$ cat src/rtl/mem_arbiter.sv
// Two-requestor (fetch/data) arbiter in front of a single-port 256x16 RAM.
// Ports: clk/clr, fetch req/adrs/ack, data req/we/adrs/wdata/ack, rdata, busy, RAM rw/adrs/din/dout.
module mem_arbiter #(
    parameter int ADDR_W = 8,
    parameter int DATA_W = 8,
    parameter int WORD_W = 16
) (
    input  logic              clk,
    input  logic              clr,
    input  logic              f_req,
    input  logic [ADDR_W-1:0] f_adrs,
    output logic              f_ack,
    input  logic              d_req,
    input  logic              d_we,
    input  logic [ADDR_W-1:0] d_adrs,
    input  logic [DATA_W-1:0] d_wdata,
    output logic              d_ack,
    output logic [WORD_W-1:0] rdata,
    output logic              busy,
    output logic              ram_rw,
    output logic [ADDR_W-1:0] ram_adrs,
    output logic [DATA_W-1:0] ram_din,
    input  logic [WORD_W-1:0] ram_dout
);

    localparam logic [1:0] IDLE   = 2'd0;
    localparam logic [1:0] ACCESS = 2'd1;
    localparam logic [1:0] RESP   = 2'd2;

    logic [1:0]        state;
    logic              last_d;   // last grant went to data
    logic              cur_d;    // current transaction belongs to data
    logic [ADDR_W-1:0] adrs_q;
    logic              we_q;
    logic [DATA_W-1:0] wdata_q;

    logic any_req;
    logic win_d;
    logic grant;

    // On contention the requestor that did not win last time goes next.
    assign any_req = f_req | d_req;
    assign win_d   = d_req & (~f_req | ~last_d);
    assign grant   = any_req & ((state == IDLE) | (state == RESP));

    always_ff @(posedge clk) begin
        if (clr) begin
            state   <= IDLE;
            last_d  <= 1'b0;
            cur_d   <= 1'b0;
            adrs_q  <= '0;
            we_q    <= 1'b0;
            wdata_q <= '0;
            rdata   <= '0;
        end else begin
            unique case (state)
                ACCESS: begin
                    rdata <= ram_dout;
                    state <= RESP;
                end
                IDLE, RESP: begin
                    state <= grant ? ACCESS : IDLE;
                end
                default: state <= IDLE;
            endcase
            if (grant) begin
                last_d  <= win_d;
                cur_d   <= win_d;
                adrs_q  <= win_d ? d_adrs : f_adrs;
                we_q    <= win_d & d_we;
                wdata_q <= win_d ? d_wdata : '0;
            end
        end
    end

    assign f_ack    = (state == RESP) & ~cur_d;
    assign d_ack    = (state == RESP) & cur_d;
    assign busy     = (state == ACCESS) | (state == RESP);
    // Gated by clr so a reset edge during ACCESS never commits a write.
    assign ram_rw   = (state == ACCESS) & we_q & ~clr;
    assign ram_adrs = adrs_q;
    assign ram_din  = wdata_q;

endmodule

$ cat config.mk
export PLATFORM = sky130hd
export DESIGN_NAME = mem_arbiter
export DESIGN_NICKNAME = d
export VERILOG_FILES = /design/src/rtl/mem_arbiter.sv
export SDC_FILE = /design/constraint.sdc
export NUM_CORES = 1
export LEC_CHECK = 0
export CAP_MARGIN = 20
export CORE_ASPECT_RATIO = 0.75
export CORE_MARGIN = 5
export CORE_UTILIZATION = 34
export CTS_CLUSTER_DIAMETER = 120
export CTS_CLUSTER_SIZE = 30
export DETAILED_ROUTE_END_ITERATION = 6
export PLACE_DENSITY_LB_ADDON = 0.08
export REMOVE_ABC_BUFFERS = 1
export SETUP_SLACK_MARGIN = 0.15
export SLEW_MARGIN = 10
export SYNTH_ARGS = -nofsm -noshare
export SYNTH_HDL_FRONTEND = slang
export SYNTH_SLANG_ARGS = --single-unit
$ cat constraint.sdc
create_clock -name clk -period 1.65 [get_ports clk]
set_clock_uncertainty 0.2 [all_clocks]
set_input_delay 0.33 -clock clk [delete_from_list [all_inputs] [get_ports clk]]
set_output_delay 0.33 -clock clk [all_outputs]
set_load 0.02 [all_outputs]
==> run_results.csv <==
group,metric,value,unit
run_status,outcome,"finished, violations left",
run_status,violations,"negative setup slack",
detailed_routing,viasPerCell,4.699,
worst_setup_path,slowest_delay,360,ps
cts,cts_made_buffers,5,
sta,tns,-175.2,ps
worst_setup_path,cp.required,1120,ps
worst_hold_path,holdPathStages,1,
floorplanning,io_pins,81,
layout,layout-drive-gt1-share,33.33,%
worst_setup_path,rr_endpoint,"ram_adrs[0]",
grt,grt-ovfl-total,0,
worst_setup_path,rr_worst_depth,6,
power,p_sw_share,30.26,%
worst_hold_path,hp-start,"we_q",
detailed_routing,dr.pass1.iters,4,
sta,slew_headroom,74.53,%
floorplanning,row_count,20,
cts,clockBufferDepth,2,
floorplanning,coreArea,4054,um2
cts,cts_tree,"done",
placement,port_buffers,80,
grt,grtUsageTotal,15.06,%
detailed_routing,postRouteAntennaNets,0,
placement,dp_hpwl,3.046,mm
worst_setup_path,start_kind,"flop",
worst_setup_path,reg2reg_from,"state[1]",
power,power.switching,694.0,uW
cts,h-tree-depth,2,
synthesis,seq_area_frac_synth,50.31,%
synthesis,yosysWarnings,0,
sta,hold_viol_final,0,
grt,grt_max_degree,30,
floorplanning,die_area,5625,um2
detailed_routing,wl_per_cell,14.50,um
grt,antenna_found_initial,0,
detailed_routing,drc,0,
floorplanning,start_util,35.34,%
sta,worst_pin_slew,382.1,ps
synthesis,syn_inst,140,
detailed_routing,via_count,1372,
sta,post-route-period-util,104.6,%
power,finalPower,2.294,mW
cts,cts-root-buf,"clkbuf_8",
floorplanning,die_h,66.22,um
grt,grt_pass1_wl,6.624,mm
sta,setup_ws,-75.15,ps
worst_setup_path,worstSetupEndpointType,"output pin",
placement,place_area,2320,um2
worst_setup_path,cpMaxStageDelayCell,"dfxtp_4",
cts,clock-sinks,36,
layout,instances_no_fill,292,
cts,clock_latency,280,ps
worst_hold_path,worstHoldPathType,"flop to flop",
detailed_routing,wl,4.234,mm
power,vdd_ir_drop_max,0.5023,mV
power,power_leakage,1.061,nW
sta,maxSlewViolCount,0,
sta,timing.fmax,579.7,MHz
synthesis,synth_largest_area_cell,"dfxtp_1",
job,maxCapViolCount,0,
power,power.share.combinational,30.0,%
detailed_routing,drt_iter0_drc,43,
sta,rsz0062_at_grt,"true",
worst_setup_path,worst_ep_arrival_time,1200,ps
layout,area_growth,79.21,%
worst_setup_path,crit_chain,"buf_12, ha_4, and2_4, buf_6",
layout,fin_util,63.33,%
worst_setup_path,crit_fanout,3,
power,powerDensity,893.4,nW/um2
worst_setup_path,path_class,"flop to output pin",
placement,dp.cells,278,
cts,cts_hold_buf,0,
worst_hold_path,min_to,"we_q",
layout,num_antenna_cells,0,
sta,fin_crit,1725,ps
synthesis,synth_top_area_share,50.31,%
worst_setup_path,reg2reg_slack,0,ps
synthesis,syn_avg_cell_area,10.23,um2
synthesis,netlist_area,1433,um2
sta,setup_viol,3,
floorplanning,die_w,84.96,um
power,internal_power,1.600,mW
sta,timing.hold.ws,271.3,ps
synthesis,synthTopCellsByArea,"dfxtp_1 50%, mux2i_1 11%, nor2_1 6.6%, a22o_1 5.5%, nand2_1 4.5%",
placement,dp_slack,-446.5,ps
layout,stdcell_area,2567,um2
synthesis,synth.distinct_cells,25,
power,p_seq_share,43.5,%
layout,final_nets,286,
placement,gp_congestion,0.7705,
cts,path_clk_slew,70,ps
power,power.share.clock,26.6,%
grt,grt_pass1_vias,1451,
synthesis,ys_ff_latch,36,
[critical path, delay by kind of cell (launching register included)]
family / cells / cell delay (ps)
adders and majority gates: 1 / 150
buffers and inverters: 2 / 240
DFF: 1 / 360
and+or+nand+nor: 1 / 150
[flip-flops by register name, summed over array words and instances, names as in the netlist]
signal and count:
rdata 16, ram_adrs 8, ram_din 8, state 2, cur_d 1, we_q 1
[synthesized netlist by cell type, drive strengths merged]
cell type / count
a311oi: 8
a21boi: 1
ha: 5
mux2i: 16
nor3b: 1
nor2b: 2
nand2: 17
a211oi: 2
nor2: 27
o21ai: 2
o22a: 1
a22o: 9
dfxtp: 36
inv: 3
a21bo: 1
buf: 8
and2: 1
[area by class of cell]
type	instances	area [um2]
fill	345	1486
timing repair buffer	97	897.1
multi-input combinational	93	772.0
sequential	36	728.2
clock buffer	5	68.82
tap	55	68.82
clock inverter	3	18.77
inverter	3	13.76
[cells by family after synthesis]
family,count (synthesis),synth area share [%]
buf+inv,11,5.327
mux,16,11.18
fa+ha+maj,5,4.367
flops,36,50.31
compound gates,24,15.11
simple gates,48,13.71
[repair_timing]
action	in CTS	in global routing
resized for setup	101	51
gates cloned	1	1
pin swaps	14	4
buffers inserted	4	0
setup endpoints to repair	70	67
[power by group through the flow]
stage          combinational, mW  sequential (mW)  clock (mW)
2_1_floorplan              0.196             1.09           0
3_3_place_gp               0.611             1.00           0
3_5_place_dp               0.622             1.01           0
4_1_cts                    0.667            0.992       0.636
5_1_grt                    0.735             1.01       0.677
6_report                   0.688            0.997       0.609
[layer usage]
layer	routed length (um)	global-route usage, %
met1	1763	16.30
met2	2126	27.13
met3	293	4.732
met4	51	6.522
met5	0	0
[placed cells by master, fill, tap and decap left out, types with 2 or more instances in the layout]
cell,n
a22o_1,9
a311oi_2,7
buf_4,9
buf_6,10
clkbuf_2,17
clkbuf_8,5
clkdlybuf4s15_1,12
clkdlybuf4s15_2,3
clkdlybuf4s50_1,43
clkinv_2,2
dfxtp_1,34
dfxtp_4,2
ha_1,2
ha_4,3
mux2i_1,16
nand2_1,17
nor2_1,19
nor2_2,7
[worst max path at each step]
| stage | slack [ps] | startpoint | end | depth (start not counted) |
|---|---|---|---|---|
| floorplan | -340 | state[1] | ram_rw | 4 |
| global placement | -400 | clr | ram_rw | 3 |
| detailed placement | -450 | clr | ram_din[6] | 4 |
| CTS | -90 | state[1] | f_ack | 4 |
| global route | -110 | state[1] | ram_rw | 5 |
| finish | -80 | state[1] | d_ack | 4 |
Power figures use the tool's default switching activity.
